==> src/rtl/ppfifo_rd_arbiter_pkg.sv <==
// rtl/ppfifo_rd_arbiter_pkg.sv - shared types and constants for the ping-pong FIFO read arbiter
package ppfifo_arb_pkg;

    localparam int SIZE_W    = 24;
    localparam int MAX_PORTS = 8;
    localparam int GNT_W     = 3;

    typedef enum logic [2:0] {
        ST_IDLE     = 3'd0,
        ST_ACTIVATE = 3'd1,
        ST_OFFER    = 3'd2,
        ST_BUSY     = 3'd3,
        ST_RELEASE  = 3'd4
    } arb_state_t;

endpackage

==> src/rtl/ppfifo_rd_arbiter_if.sv <==
// rtl/ppfifo_rd_arbiter_if.sv - upstream FIFO and consumer port bundle for the read arbiter
interface ppfifo_rd_arbiter_if #(
    parameter int NUM_PORTS  = 4,
    parameter int DATA_WIDTH = 8
);
    import ppfifo_arb_pkg::*;

    logic                  i_rd_rdy;
    logic                  o_rd_act;
    logic [SIZE_W-1:0]     i_rd_size;
    logic                  o_rd_stb;
    logic [DATA_WIDTH-1:0] i_rd_data;
    logic [NUM_PORTS-1:0]  i_req;
    logic [NUM_PORTS-1:0]  o_p_rdy;
    logic [NUM_PORTS-1:0]  i_p_act;
    logic [SIZE_W-1:0]     o_p_size;
    logic [NUM_PORTS-1:0]  i_p_stb;
    logic [DATA_WIDTH-1:0] o_p_data;
    logic [GNT_W-1:0]      o_gnt_id;
    logic                  o_overrun;

    modport master (
        input  i_rd_rdy, i_rd_size, i_rd_data, i_req, i_p_act, i_p_stb,
        output o_rd_act, o_rd_stb, o_p_rdy, o_p_size, o_p_data, o_gnt_id, o_overrun
    );

    modport slave (
        output i_rd_rdy, i_rd_size, i_rd_data, i_req, i_p_act, i_p_stb,
        input  o_rd_act, o_rd_stb, o_p_rdy, o_p_size, o_p_data, o_gnt_id, o_overrun
    );

endinterface

==> src/rtl/ppfifo_rd_arbiter_rr_pick.sv <==
// rtl/ppfifo_rd_arbiter_rr_pick.sv - combinational round-robin pick starting after the last grant
module rr_pick
    import ppfifo_arb_pkg::*;
#(
    parameter int N = 4
) (
    input  logic [N-1:0]     req_i,
    input  logic [GNT_W-1:0] last_i,
    output logic [N-1:0]     onehot_o,
    output logic [GNT_W-1:0] idx_o,
    output logic             valid_o
);

    logic [MAX_PORTS-1:0] req_pad;
    logic [GNT_W-1:0]     cand;

    assign req_pad = MAX_PORTS'(req_i);

    // Visit last+1 .. last+N so the previous winner is considered last.
    always_comb begin
        onehot_o = '0;
        idx_o    = '0;
        valid_o  = 1'b0;
        cand     = '0;
        for (int i = 1; i <= N; i++) begin
            cand = GNT_W'((int'(last_i) + i) % N);
            if (!valid_o && req_pad[cand]) begin
                valid_o  = 1'b1;
                idx_o    = cand;
                onehot_o = N'(1) << cand;
            end
        end
    end

endmodule

==> src/rtl/ppfifo_rd_arbiter.sv <==
// rtl/ppfifo_rd_arbiter.sv - shares one ping-pong FIFO read side among consumer ports block by block
// Optional offer timeout: PPFIFO_ARB_TIMEOUT_EN
module ppfifo_rd_arbiter
    import ppfifo_arb_pkg::*;
#(
    parameter int NUM_PORTS  = 4,
    parameter int DATA_WIDTH = 8,
    parameter int TIMEOUT    = 256
) (
    input  logic clk,
    input  logic rst_n,
    ppfifo_rd_arbiter_if.master bus
);

    if (NUM_PORTS < 2 || NUM_PORTS > MAX_PORTS || DATA_WIDTH < 1 || TIMEOUT < 1) begin : g_bad_params
        $error("ppfifo_rd_arbiter: parameter out of range");
    end

    arb_state_t           state_q, state_d;
    logic [GNT_W-1:0]     gnt_q, last_q, pick_idx;
    logic [NUM_PORTS-1:0] gnt_oh_q, pick_oh;
    logic                 pick_valid;
    logic [SIZE_W-1:0]    size_q, cnt_q;
    logic                 overrun_q;
    logic [MAX_PORTS-1:0] act_pad, stb_pad;
    logic                 act_g, busy_stb, fwd, over, rd_act, tmo_hit;
    logic [NUM_PORTS-1:0] p_rdy;

`ifdef PPFIFO_ARB_TIMEOUT_EN
    localparam int TMO_W = $clog2(TIMEOUT + 1);
    logic [TMO_W-1:0] tmo_q;
    assign tmo_hit = (tmo_q == TMO_W'(TIMEOUT - 1));
`else
    assign tmo_hit = 1'b0;
`endif

    assign act_pad  = MAX_PORTS'(bus.i_p_act);
    assign stb_pad  = MAX_PORTS'(bus.i_p_stb);
    assign act_g    = act_pad[gnt_q];

    rr_pick #(.N(NUM_PORTS)) u_pick (
        .req_i    (bus.i_req),
        .last_i   (last_q),
        .onehot_o (pick_oh),
        .idx_o    (pick_idx),
        .valid_o  (pick_valid)
    );

    always_ff @(posedge clk or negedge rst_n) begin
        if (!rst_n) state_q <= ST_IDLE;
        else        state_q <= state_d;
    end

    always_comb begin
        state_d = state_q;
        case (state_q)
            ST_IDLE:     if (bus.i_rd_rdy && pick_valid) state_d = ST_ACTIVATE;
            ST_ACTIVATE: state_d = ST_OFFER;
            ST_OFFER:    if (act_g) state_d = ST_BUSY;
                         else if (tmo_hit) state_d = ST_RELEASE;
            ST_BUSY:     if (!act_g) state_d = ST_RELEASE;
            ST_RELEASE:  state_d = ST_IDLE;
            default:     state_d = ST_IDLE;
        endcase
    end

    // Strobes past the block size are swallowed and flagged, never forwarded.
    always_comb begin
        rd_act   = 1'b0;
        p_rdy    = '0;
        busy_stb = 1'b0;
        case (state_q)
            ST_ACTIVATE: rd_act = 1'b1;
            ST_OFFER: begin
                rd_act = 1'b1;
                p_rdy  = gnt_oh_q;
            end
            ST_BUSY: begin
                rd_act   = 1'b1;
                busy_stb = stb_pad[gnt_q];
            end
            default: ;
        endcase
        fwd  = busy_stb && (cnt_q < size_q);
        over = busy_stb && !(cnt_q < size_q);
    end

    always_ff @(posedge clk or negedge rst_n) begin
        if (!rst_n) begin
            gnt_q     <= '0;
            gnt_oh_q  <= '0;
            last_q    <= GNT_W'(NUM_PORTS - 1);
            size_q    <= '0;
            cnt_q     <= '0;
            overrun_q <= 1'b0;
`ifdef PPFIFO_ARB_TIMEOUT_EN
            tmo_q     <= '0;
`endif
        end else begin
            if (state_q == ST_IDLE && state_d == ST_ACTIVATE) begin
                gnt_q    <= pick_idx;
                gnt_oh_q <= pick_oh;
            end
            if (state_q == ST_ACTIVATE) size_q <= bus.i_rd_size;
            if (fwd) cnt_q <= cnt_q + 1'b1;
            if (over) overrun_q <= 1'b1;
            if (state_q == ST_RELEASE) begin
                last_q <= gnt_q;
                cnt_q  <= '0;
            end
`ifdef PPFIFO_ARB_TIMEOUT_EN
            tmo_q <= (state_q == ST_OFFER) ? tmo_q + 1'b1 : '0;
`endif
        end
    end

    assign bus.o_rd_act  = rd_act;
    assign bus.o_rd_stb  = fwd;
    assign bus.o_p_rdy   = p_rdy;
    assign bus.o_p_size  = size_q;
    assign bus.o_p_data  = bus.i_rd_data;
    assign bus.o_gnt_id  = gnt_q;
    assign bus.o_overrun = overrun_q;

endmodule

==> src/flat_wrapper.sv <==
// flat-port wrapper written by rule: the top's interface ports become plain ports
module ppfifo_rd_arbiter_flat import ppfifo_arb_pkg::*;
#(
    parameter int NUM_PORTS  = 4,
    parameter int DATA_WIDTH = 8,
    parameter int TIMEOUT    = 256
)
  (clk, rst_n, bus_i_rd_rdy, bus_i_rd_size, bus_i_rd_data, bus_i_req, bus_i_p_act, bus_i_p_stb, bus_o_rd_act, bus_o_rd_stb, bus_o_p_rdy, bus_o_p_size, bus_o_p_data, bus_o_gnt_id, bus_o_overrun);
  ppfifo_rd_arbiter_if #(.NUM_PORTS(NUM_PORTS), .DATA_WIDTH(DATA_WIDTH)) bus_i ();
  input  logic clk;
  input  logic rst_n;
  input wire logic [$bits(bus_i.i_rd_rdy)-1:0] bus_i_rd_rdy;
  input wire logic [$bits(bus_i.i_rd_size)-1:0] bus_i_rd_size;
  input wire logic [$bits(bus_i.i_rd_data)-1:0] bus_i_rd_data;
  input wire logic [$bits(bus_i.i_req)-1:0] bus_i_req;
  input wire logic [$bits(bus_i.i_p_act)-1:0] bus_i_p_act;
  input wire logic [$bits(bus_i.i_p_stb)-1:0] bus_i_p_stb;
  output wire logic [$bits(bus_i.o_rd_act)-1:0] bus_o_rd_act;
  output wire logic [$bits(bus_i.o_rd_stb)-1:0] bus_o_rd_stb;
  output wire logic [$bits(bus_i.o_p_rdy)-1:0] bus_o_p_rdy;
  output wire logic [$bits(bus_i.o_p_size)-1:0] bus_o_p_size;
  output wire logic [$bits(bus_i.o_p_data)-1:0] bus_o_p_data;
  output wire logic [$bits(bus_i.o_gnt_id)-1:0] bus_o_gnt_id;
  output wire logic [$bits(bus_i.o_overrun)-1:0] bus_o_overrun;
  assign bus_i.i_rd_rdy = bus_i_rd_rdy;
  assign bus_i.i_rd_size = bus_i_rd_size;
  assign bus_i.i_rd_data = bus_i_rd_data;
  assign bus_i.i_req = bus_i_req;
  assign bus_i.i_p_act = bus_i_p_act;
  assign bus_i.i_p_stb = bus_i_p_stb;
  assign bus_o_rd_act = bus_i.o_rd_act;
  assign bus_o_rd_stb = bus_i.o_rd_stb;
  assign bus_o_p_rdy = bus_i.o_p_rdy;
  assign bus_o_p_size = bus_i.o_p_size;
  assign bus_o_p_data = bus_i.o_p_data;
  assign bus_o_gnt_id = bus_i.o_gnt_id;
  assign bus_o_overrun = bus_i.o_overrun;
  ppfifo_rd_arbiter #(.NUM_PORTS(NUM_PORTS), .DATA_WIDTH(DATA_WIDTH), .TIMEOUT(TIMEOUT)) u_core (.clk(clk), .rst_n(rst_n), .bus(bus_i));
endmodule
==> config.mk <==
export PLATFORM = sky130hd
export DESIGN_NAME = ppfifo_rd_arbiter_flat
export DESIGN_NICKNAME = d
export VERILOG_FILES = /design/src/rtl/ppfifo_rd_arbiter_pkg.sv /design/src/rtl/ppfifo_rd_arbiter_if.sv /design/src/rtl/ppfifo_rd_arbiter_rr_pick.sv /design/src/rtl/ppfifo_rd_arbiter.sv /design/src/flat_wrapper.sv
export SDC_FILE = /design/constraint.sdc
export NUM_CORES = 1
export LEC_CHECK = 0
export ABC_AREA = 1
export BUFFER_PORTS_ARGS = -buffer_cell sky130_fd_sc_hd__buf_2
export CELL_PAD_IN_SITES_DETAIL_PLACEMENT = 0
export CELL_PAD_IN_SITES_GLOBAL_PLACEMENT = 2
export CORE_AREA = 2 2 104 146
export DETAILED_ROUTE_END_ITERATION = 16
export DIE_AREA = 0 0 106 148
export MAX_ROUTING_LAYER = met4
export PLACE_DENSITY_LB_ADDON = 0.1
export RECOVER_POWER = 50
export SLEW_MARGIN = 10
export SYNTH_ARGS = -nofsm -noshare
export SYNTH_HDL_FRONTEND = slang
export SYNTH_SLANG_ARGS = --single-unit
==> constraint.sdc <==
create_clock -name clk -period 2.9 [get_ports clk]
set_clock_uncertainty 0.15 [all_clocks]
set_input_delay 0.725 -clock clk [delete_from_list [all_inputs] [get_ports clk]]
set_output_delay 0.725 -clock clk [all_outputs]
set_load 0.02 [all_outputs]
==> run summary, run 1 <==
status - completed
sequential share of the synthesized area - 0.353
Routed Antenna Nets - 0
reg2reg end - u_core.cnt_q[16]$_DFFE_PN0P_
GPL Wtd Cong - 0.882
RSZ-0062 raised after global routing - true
sequential power share - 0.287
Final Cell Area - 5240 um2
Place WS - 0.192 ns
peak supply drop - 0.000404 V
1st-pass router iterations - 4
CTS Hold Buffers Added - 0
Clock Sink Count - 60
Clk network pwr share - 0.250
most frequent cells in the layout - 183 x nand2_1, 89 x nor2_1, 69 x buf_2
Setup Viol. Count Final - 0
post-DR vias/cell - 4.52
clock slew at reported path FFs - 0.05 ns
largest net degree at the start of global routing - 45
warning count from the yosys run - 0
Sw Pwr - 0.00195 W
combinational group share of total power - 0.463
# DRC - 0
commonest non-fill, non-tap cell in the layout - nand2_1
f_max - 355 MHz
CORE AREA - 14,400 um2
total nets after synthesis - 691
Initial DRC Count - 136
TritonCTS clock tree - done
Area Overhead vs Synth - 23.1%
layout cells sized above 1 - 0.212
Hold WC Path Type - reg2reg
PD cells - 855 nW/um2
internal power - 0.00254 W
Worst Hold Launch - u_core.bus.o_overrun$_DFFE_PN0P_
Slew headroom - 0.272
Setup crit end kind - output pin
library cells used by synthesis - 37
wire per inst - 13.7 um
Pins Over Slew Limit - 0
H-tree depth - 3
fin crit period - 2.82 ns
ant diodes - 0
Root Buffer - clkbuf_16
Tot GR Track Use - 0.166
antenna violations before repair - 0
first-pass GRT wire length - 19,900 um
total number of vias - 3,989
R2R cell count - 11
max_cap viols - 0
Final Worst Setup Slack - 0.0839 ns
CP endpoint - bus_o_rd_stb
gr ovfl total - 0
Fill cells - 1,591
Die ar. - 15,700 um2
Buffers on Ports - 71
Max Fanout on Critical Path - 4
Cell Area, Placed - 4790 um2
flop2flop setup slack - 0.44 ns
chip height - 148 um
maximum clock path buffer count - 2
Net Sw Frac - 0.434
die span in x - 106 um
crit path DAT - 1.94 ns
CP Class - reg2out
row count - 52
CP Data Required Time - 2.03 ns
Initial Utilization - 0.296
RR Startpoint - u_core.cnt_q[18]$_DFFE_PN0P_
crit start category - flop
IO Pins - 89
Worst-Skew Late Latency - 0.33 ns
CP Launch Point - u_core.cnt_q[18]$_DFFE_PN0P_
Period Utilization, post-route - 0.971
Pleak - 2.76 nW
HPWL Detailed - 9230 um
Synth Area per Inst - 6.95 um2
final-report hold violation count - 0
Net count, final - 770
vias in the first global route - 4,001
Pwr Total - 0.00448 W
Cell Area, Synth - 4260 um2
Routed WL - 12,100 um
hold slack - 0.329 ns
worst-margin pin slew - 1.09 ns
cts bufs inserted - 9
cells after synthesis - 612
#FFs+latches synth - 60
area by class of cell:
class | instances | area, um2 | area share
Multi-Input combinational cell | 456 | 2410 | 0.460
Clock buffer | 13 | 280 | 0.0535
Tap cell | 189 | 236 | 0.0451
Timing Repair Buffer | 90 | 494 | 0.0943
Clock inverter | 1 | 30.0 | 0.00573
Inverter | 74 | 278 | 0.0530
Sequential cell | 60 | 1510 | 0.288
worst max-delay path, stage by stage (launching register included):
cell     delay (ns)
dfrtp_2        0.43
ha_4           0.27
nand4_1        0.15
nor2_1         0.16
nand2_1        0.11
nor2_2         0.15
nand2_2        0.09
nand3_4        0.07
inv_2          0.05
buf_6          0.12
registers in the layout (all words and copies together) (netlist names):
name	cells
u_core.bus.o_p_size	24
u_core.cnt_q	24
u_core.gnt_oh_q	4
u_core.state_q	3
u_core.bus.o_gnt_id	2
u_core.last_q	2
u_core.bus.o_overrun	1
stage by stage:
step                setup TNS (ns)   util  cells
floorplan                        0      -    612
global route               -0.0507  0.364    883
finish                           0  0.364    883
CTS                              0  0.357    876
detailed placement               0  0.333    860
global placement                 0  0.333    860
cell families after synthesis:
| kind of cell | count (synthesis) | share of synthesized area |
|---|---|---|
| compound gates | 51 | 0.0682 |
| xor+xnor | 12 | 0.0247 |
| fa+ha+maj | 32 | 0.0941 |
| buf+inv | 96 | 0.0979 |
| flops | 60 | 0.353 |
| mux | 1 | 0.00265 |
| other cells | 1 | 0.000881 |
| simple gates | 359 | 0.358 |
power groups by stage:
| stage | sequential [W] | combinational (W) | clock (W) |
|---|---|---|---|
| after floorplan | 0.00150 | 0.00127 | 0 |
| after global placement | 0.00130 | 0.00207 | 0 |
| after detailed placement | 0.00130 | 0.00208 | 0 |
| after CTS | 0.00129 | 0.00209 | 0.00116 |
| after global routing | 0.00133 | 0.00236 | 0.00120 |
| final | 0.00129 | 0.00208 | 0.00112 |
synthesized netlist by cell type, drive strengths merged:
library cell,n,area [um2]
nor3,13,76.3
xor2,6,52.6
ha,32,400
xnor2,6,52.6
a32o,1,10.0
a21boi,5,41.3
a21o,2,15.0
a21oi,31,155
dfstp,2,52.6
o21ai,10,53.8
conb,1,3.75
nand3,52,273
inv,74,278
o31ai,1,7.51
nand4,4,25.0
nand3b,1,7.51
buf,19,128
clkbuf,3,11.3
nor2,96,373
nand2,192,763
dfrtp,58,1450
o21a,1,7.51
and2,1,6.26
mux2,1,11.3
worst min path at each step:
stage / slack [ns] / depth (start not counted) / endpoint
after floorplan: 0.28 / 0 / u_core.bus.o_gnt_id[0]$_DFFE_PN0P_
after global placement: 0.30 / 1 / u_core.bus.o_overrun$_DFFE_PN0P_
after detailed placement: 0.32 / 1 / u_core.bus.o_overrun$_DFFE_PN0P_
after CTS: 0.17 / 1 / u_core.bus.o_p_size[9]$_DFFE_PN0P_
after global routing: 0.36 / 1 / u_core.bus.o_overrun$_DFFE_PN0P_
final: 0.33 / 1 / u_core.bus.o_overrun$_DFFE_PN0P_
metal layers:
layer  vias to the layer above  global-route usage  share of wire
li1                       2072                   -              -
met3                        18              0.0282          0.034
met2                        80               0.302           0.54
met1                      1819               0.181           0.40
met5                         -                   -              0
met4                         0              0.0625          0.023
timing repair:
item                                   CTS  global route
buffers inserted                         2             7
resized for setup                        7            18
pin swaps                                1             9
endpoints found under the hold margin    0             0
setup endpoints to repair                1             1
No activity file was read; power rests on OpenSTA's default activity.
==> inputs of run 2 (changes only) <==
Settings changed: BUFFER_PORTS_ARGS -buffer_cell sky130_fd_sc_hd__buf_2 to -buffer_cell sky130_fd_sc_hd__buf_4.
==> run 2 against run 1 <==
The flow now finishes with violations (capacitance limit, slew limit). Fmax grew 1.2%. Clock power is 7% lower. Critical path type unchanged. Highest routed layer unchanged. Via count grew 0.78%. Total power grew 1.3%. Sequential share of layout area fell by 0.68 points. Critical endpoint unchanged. Count of clock-buffer cells in the layout fell by 2. Non-clock buffer count fell by 2. Worst hold slack got worse by 0.0068 ns. Worst setup slack improved by 0.034 ns. Sequential power about the same. Flip-flop and latch count unchanged. Cell count is the same.
==> run summary, run 2 (synthesis results as in run 1) <==
Cell Chain, Critical Path - ha_1 -> nand4_1 -> nor2_2 -> nand2_2 -> nor2_2 -> nand2_2 -> nand3_4 -> inv_2 -> buf_6
max_cap viols - 1 (+1)
HPWL Detailed - 9120 um (-1.2%)
CP Class - reg2out
Max stage delay cell, worst path - dfrtp_2
final-report hold violation count - 0 (unchanged)
worst-margin pin slew - 1.60 ns (+0.511 ns)
ant diodes - 0 (unchanged)
Net count, final - 768 (-0.26%)
wire per inst - 13.8 um (+0.81%)
vias in the first global route - 4,029 (+0.70%)
Pleak - 2.81 nW (+1.7%)
Die ar. - 15,700 um2 (unchanged)
Setup crit end kind - output pin
CORE AREA - 14,400 um2 (unchanged)
largest net degree at the start of global routing - 61 (+36%)
Net Sw Frac - 0.433 (-0.00110)
TritonCTS clock tree - done
clock slew at reported path FFs - 0.05 ns (about the same)
Sw Pwr - 0.00197 W (+1.0%)
Non-Filler Instances - 883 (unchanged)
post-DR vias/cell - 4.55 (+0.78%)
f_max - 359 MHz (+1.2%)
crit start category - flop
Clock Sink Count - 60 (unchanged)
Setup Viol. Count Final - 0 (unchanged)
CP Data Required Time - 2.03 ns (about the same)
combinational group share of total power - 0.485 (+0.022)
GPL Wtd Cong - 0.912 (+3.5%)
die span in x - 106 um (unchanged)
Worst-Skew Late Latency - 0.33 ns (about the same)
IO Pins - 89 (unchanged)
status - finished with violations
maximum clock path buffer count - 2 (unchanged)
1st-pass router iterations - 4 (unchanged)
Inst Count DP - 859 (-0.12%)
row count - 52 (unchanged)
Max Fanout on Critical Path - 4 (unchanged)
commonest non-fill, non-tap cell in the layout - nand2_1
Pins Over Slew Limit - 61 (+61)
fin crit period - 2.78 ns (-0.0340 ns)
layout cells sized above 1 - 0.205 (-0.00720)
Place WS - 0.237 ns (+0.0455 ns)
Fill cells - 1,588 (-0.19%)
# DRC - 0 (unchanged)
internal power - 0.00257 W (+1.5%)
most frequent cells in the layout - 182 x nand2_1, 89 x nor2_1, 84 x buf_4
PD cells - 845 nW/um2 (-1.2%)
CP max stage delay - 0.42 ns (about the same)
Buffers on Ports - 71 (unchanged)
Final Util - 0.374 (+0.00914)
cts bufs inserted - 9 (unchanged)
Clk network pwr share - 0.230 (-0.020)
Period Utilization, post-route - 0.959 (-0.0117)
crit path DAT - 1.91 ns (-0.03 ns)
Root Buffer - clkbuf_16
first-pass GRT wire length - 20,000 um (+0.24%)
Hold WC Path Type - reg2reg
Area Overhead vs Synth - 26.2%
total number of vias - 4,020 (+0.78%)
Tot GR Track Use - 0.168 (+0.00119)
peak supply drop - 0.000353 V (-13%)
failing checks - capacitance limit, slew limit
Final Worst Setup Slack - 0.118 ns (+0.0340 ns)
chip height - 148 um (unchanged)
Initial DRC Count - 132 (-2.9%)
Routed Antenna Nets - 0 (unchanged)
Slew headroom - -0.0691 (-0.341)
antenna violations before repair - 0 (unchanged)
Routed WL - 12,200 um (+0.81%)
H-tree depth - 3 (unchanged)
sequential power share - 0.285 (-0.002)
gr ovfl total - 0 (unchanged)
Initial Utilization - 0.296 (unchanged)
## run 2: changes by cell type in the layout (fill, tap and decap cells not counted), sizes merged
cell	delta
clkinvlp	+1
clkinv	+3
clkbuf	-3
buf	-1
## run 2: repair_timing
| item | CTS | global route |
|---|---|---|
| gates resized for setup | 5 | 15 |
| hold endpoints to repair | 0 | 0 |
| hold buffers | 0 | 0 |
| gates cloned | 0 | 0 |
| pin swaps | 1 | 5 |
| setup endpoints to repair | 1 | 1 |
| buffers inserted | 0 | 8 |
## run 2: final timing paths
kind / slack [ns] / cells past startpoint / startpoint / to
worst max register to register: 0.42 / 11 / u_core.cnt_q[18]$_DFFE_PN0P_ / u_core.cnt_q[15]$_DFFE_PN0P_
max in group asynchronous: 0.87 / 1 / rst_n / u_core.cnt_q[18]$_DFFE_PN0P_
worst max-delay path: 0.12 / 9 / u_core.cnt_q[18]$_DFFE_PN0P_ / bus_o_rd_stb
worst min register to register: 0.32 / 1 / u_core.bus.o_overrun$_DFFE_PN0P_ / u_core.bus.o_overrun$_DFFE_PN0P_
worst min-delay path: 0.32 / 1 / u_core.bus.o_overrun$_DFFE_PN0P_ / u_core.bus.o_overrun$_DFFE_PN0P_
min in group asynchronous: 0.66 / 1 / rst_n / u_core.bus.o_p_size[9]$_DFFE_PN0P_
## run 2: layout make-up
type / count / area [um2] / area share
Timing Repair Buffer: 88 / 656 / 0.122
Tap cell: 189 / 236 / 0.0440
Clock inverter: 5 / 52.6 / 0.00978
Inverter: 74 / 278 / 0.0517
Multi-Input combinational cell: 456 / 2410 / 0.448
Sequential cell: 60 / 1510 / 0.281
Clock buffer: 11 / 233 / 0.0433
## run 2: power groups by stage
stage                     clock, W  combinational, W  sequential, W
after floorplan                  0           0.00127        0.00150
after global placement           0           0.00220        0.00131
after detailed placement         0           0.00222        0.00131
after CTS                  0.00108           0.00222        0.00130
after global routing       0.00113           0.00250        0.00133
final                      0.00104           0.00220        0.00129
## run 2: routing by layer
| metal | track usage | part of all wire | up-vias |
|---|---|---|---|
| li1 | - | - | 2061 |
| met1 | 0.184 | 0.41 | 1873 |
| met2 | 0.300 | 0.53 | 71 |
| met3 | 0.0313 | 0.031 | 15 |
| met4 | 0.0618 | 0.025 | 0 |
| met5 | - | 0 | - |
## run 2: critical path: cells and delay by family, from the launching register on
| family | cells | cell delay [ns] |
|---|---|---|
| AND/OR/NAND/NOR | 6 | 0.69 |
| flip-flops | 1 | 0.42 |
| adder cells (fa/ha/maj) | 1 | 0.30 |
| buffers and inverters | 2 | 0.16 |
## run 2: through the flow
stage          hold slack, ns  setup TNS, ns  cell area, um2  power [W]
2_1_floorplan           0.279              0            4260    0.00277
3_3_place_gp            0.300              0            4960    0.00351
3_5_place_dp            0.313              0            4960    0.00353
4_1_cts                 0.334              0            5260    0.00461
5_1_grt                 0.349        -0.0111            5370    0.00496
6_report                0.322              0            5370    0.00454
==> inputs of run 3 (changes only) <==
Settings changed: ABC_AREA 1 to 0, CORE_AREA 2 2 104 146 to 2 2 95 134, DIE_AREA 0 0 106 148 to 0 0 97 136.
==> run 3 against run 2 <==
Sequential share of layout area up 1.5 points. The run ends with capacitance limit, slew limit, setup timing left. Utilization is 4.7 points higher. Largest power group unchanged. Worst setup slack lost 0.30 ns. Cell area decreased by 5.6%. Fmax shrank 9.9%. Register-to-register slack lost 0.28 ns. First-iteration DRC count is 34% higher. Worst hold slack better by 0.031 ns. Critical path depth is 1 lower. Global-route usage increased by 0.62 points. Non-clock buffer count is 19 higher.
==> run summary, run 3 <==
status - finished with violations
failing checks - capacitance limit, slew limit, setup timing
ant diodes - 0 (unchanged)
IO Pins - 89 (unchanged)
Initial Utilization - 0.324 (+0.0280)
maximum clock path buffer count - 2 (unchanged)
CORE AREA - 12,100 um2 (-16%)
Period Utilization, post-route - 1.06 (+0.105)
final-report hold violation count - 0 (unchanged)
CP max stage delay - 0.38 ns (-0.04 ns)
Net count, final - 603 (-21%)
ys async rst share - 1.00 (unchanged)
Worst-Skew Late Latency - 0.33 ns (about the same)
commonest non-fill, non-tap cell in the layout - buf_4
top cells by area, synth - dfrtp_1 37%, ha_1 10%, o21ai_0 5.0%
worst-margin pin slew - 1.62 ns (+0.0203 ns)
Non-Filler Instances - 678 (-23%)
layout cells sized above 1 - 0.294 (+0.0889)
wire per inst - 16.5 um (+20%)
1st-pass router iterations - 4 (unchanged)
PD cells - 974 nW/um2 (+15%)
gr ovfl total - 0 (unchanged)
f_max - 324 MHz (-9.9%)
clock slew at reported path FFs - 0.05 ns (about the same)
Setup crit end kind - output pin
chip height - 136 um (-8.1%)
first-pass GRT wire length - 17,500 um (-12%)
CTS Hold Buffers Added - 0 (unchanged)
vias in the first global route - 3,396 (-16%)
flop2flop setup slack - 0.14 ns (-0.28 ns)
Max Fanout on Critical Path - 2 (-2)
reg2reg end - u_core.cnt_q[20]$_DFFE_PN0P_
warning count from the yosys run - 0 (unchanged)
Cell Area, Synth - 3910 um2 (-8.1%)
H-tree depth - 3 (unchanged)
leading area contributor after synthesis - dfrtp_1
R2R cell count - 7 (-4)
Buffers on Ports - 71 (unchanged)
most frequent cells after synthesis - 58 x dfrtp_1, 52 x nand2_1, 39 x o21ai_0
post-synth top area share - 0.371 (+0.0301)
Cell Chain, Critical Path - ha_1 -> nand4_1 -> nor4_2 -> buf_4 -> nand4_1 -> o21ai_2 -> nor2_2 -> buf_6
Die ar. - 13,200 um2 (-16%)
Pleak - 2.30 nW (-18%)
Final Worst Setup Slack - -0.187 ns (-0.305 ns)
Fill cells - 1,222 (-23%)
Routed Antenna Nets - 0 (unchanged)
CP Class - reg2out
RR Startpoint - u_core.cnt_q[11]$_DFFE_PN0P_
Initial DRC Count - 177 (+34%)
# DRC - 0 (unchanged)
peak supply drop - 0.000424 V (+20%)
Root Buffer - clkbuf_16
most frequent cells in the layout - 103 x buf_4, 58 x dfrtp_1, 52 x nand2_1
Max stage delay cell, worst path - dfrtp_1
Main synth FF type - dfrtp_1
Post-synth EDFFs - 0 (unchanged)
GPL Wtd Cong - 0.807 (-11%)
Clock Sink Count - 60 (unchanged)
Routed WL - 11,200 um (-8.2%)
#FFs+latches synth - 60 (unchanged)
most common cell in the netlist - dfrtp_1
cts bufs inserted - 9 (unchanged)
Hold WC Path Type - reg2reg
worst path bufs/invs - 2 (unchanged)
library cells used by synthesis - 62 (+68%)
RSZ-0062 raised after global routing - true
max_cap viols - 1 (unchanged)
Pins Over Slew Limit - 61 (unchanged)
Synth Area per Inst - 9.05 um2 (+30%)
Slew headroom - -0.0827 (-0.0136)
Area Overhead vs Synth - 29.7%
Place WS - -0.0199 ns (-0.257 ns)
fin crit period - 3.09 ns (+0.305 ns)
HPWL Detailed - 8180 um (-10%)
crit start category - flop
sequential share of the synthesized area - 0.385 (+0.0312)
largest net degree at the start of global routing - 61 (unchanged)
total nets after synthesis - 511 (-26%)
total number of vias - 3,480 (-13%)
die span in x - 97 um (-8.5%)
cell family with most CP delay - simple AND/OR/NAND/NOR gates
row count - 48 (-7.7%)
hold depth - 1 (unchanged)
antenna violations before repair - 0 (unchanged)
cell mode on critical path - nand4_1
Tot GR Track Use - 0.174 (+0.00618)
cells after synthesis - 432 (-29%)
post-DR vias/cell - 5.13 (+13%)
TritonCTS clock tree - done
CP Launch Point - u_core.cnt_q[18]$_DFFE_PN0P_
crit path DAT - 2.21 ns (+0.30 ns)
Hold EP - u_core.bus.o_overrun$_DFFE_PN0P_
Setup Viol. Count Final - 1 (+1)
Worst Hold Launch - u_core.bus.o_overrun$_DFFE_PN0P_
CP Data Required Time - 2.03 ns (about the same)
Inst Count DP - 656 (-24%)
[run 3: routing by layer]
metal | vias up | GRT usage | wire length [um]
li1 | 1733 | - | -
met1 | 1658 | 0.189 | 4510
met2 | 73 | 0.319 | 6120
met3 | 16 | 0.0314 | 347
met4 | 0 | 0.0603 | 191
met5 | - | - | 0
[run 3: cells by family after synthesis]
kind of cell,Yosys count,share of synthesized area
compound gates,111,0.176
fa+ha+maj,32,0.102
buf+inv,56,0.0698
flops,60,0.385
mux,15,0.0563
other cells,1,0.000959
simple gates,157,0.210
[run 3: worst max path at each step]
stage               cells after the start            to
global placement                        8  bus_o_rd_stb
global route                            9  bus_o_rd_stb
CTS                                     8  bus_o_rd_stb
finish                                  8  bus_o_rd_stb
detailed placement                      8  bus_o_rd_stb
floorplan                               8  bus_o_rd_stb
[run 3: layout make-up]
cell class / count / area, um2 / area share
flip-flops and latches: 60 / 1500 / 0.297
clock inverters: 3 / 15.0 / 0.00296
repair buffers: 107 / 798 / 0.157
inverters: 29 / 109 / 0.0215
well taps: 150 / 188 / 0.0370
clock buffers: 12 / 236 / 0.0466
multi-input cells: 317 / 2220 / 0.438
[run 3: stage by stage]
| step | util | hold WS [ns] | TNS, ns | area, um2 | power [W] |
|---|---|---|---|---|---|
| 2_1_floorplan | - | 0.279 | 0 | 3910 | 0.00300 |
| 3_5_place_dp | 0.389 | 0.349 | -0.0343 | 4700 | 0.00396 |
| 6_report | 0.420 | 0.353 | -0.187 | 5070 | 0.00494 |
| 4_1_cts | 0.413 | 0.360 | -0.237 | 4990 | 0.00497 |
| 5_1_grt | 0.420 | 0.372 | -0.301 | 5070 | 0.00536 |
| 3_3_place_gp | 0.389 | 0.355 | 0 | 4700 | 0.00392 |
[run 3: what timing repair did]
action / CTS / global route
setup buffers: 3 / 3
pin swaps: 9 / 3
gates cloned: 0 / 1
setup endpoints to repair: 4 / 11
endpoints found under the hold margin: 0 / 0
resized for setup: 2 / 9
[run 3: power by group]
| part | internal [W] | total (W) | switching (W) |
|---|---|---|---|
| clock | 0.000569 | 0.000940 | 0.000371 |
| combinational | 0.00112 | 0.00259 | 0.00147 |
| sequential | 0.00116 | 0.00141 | 0.000249 |
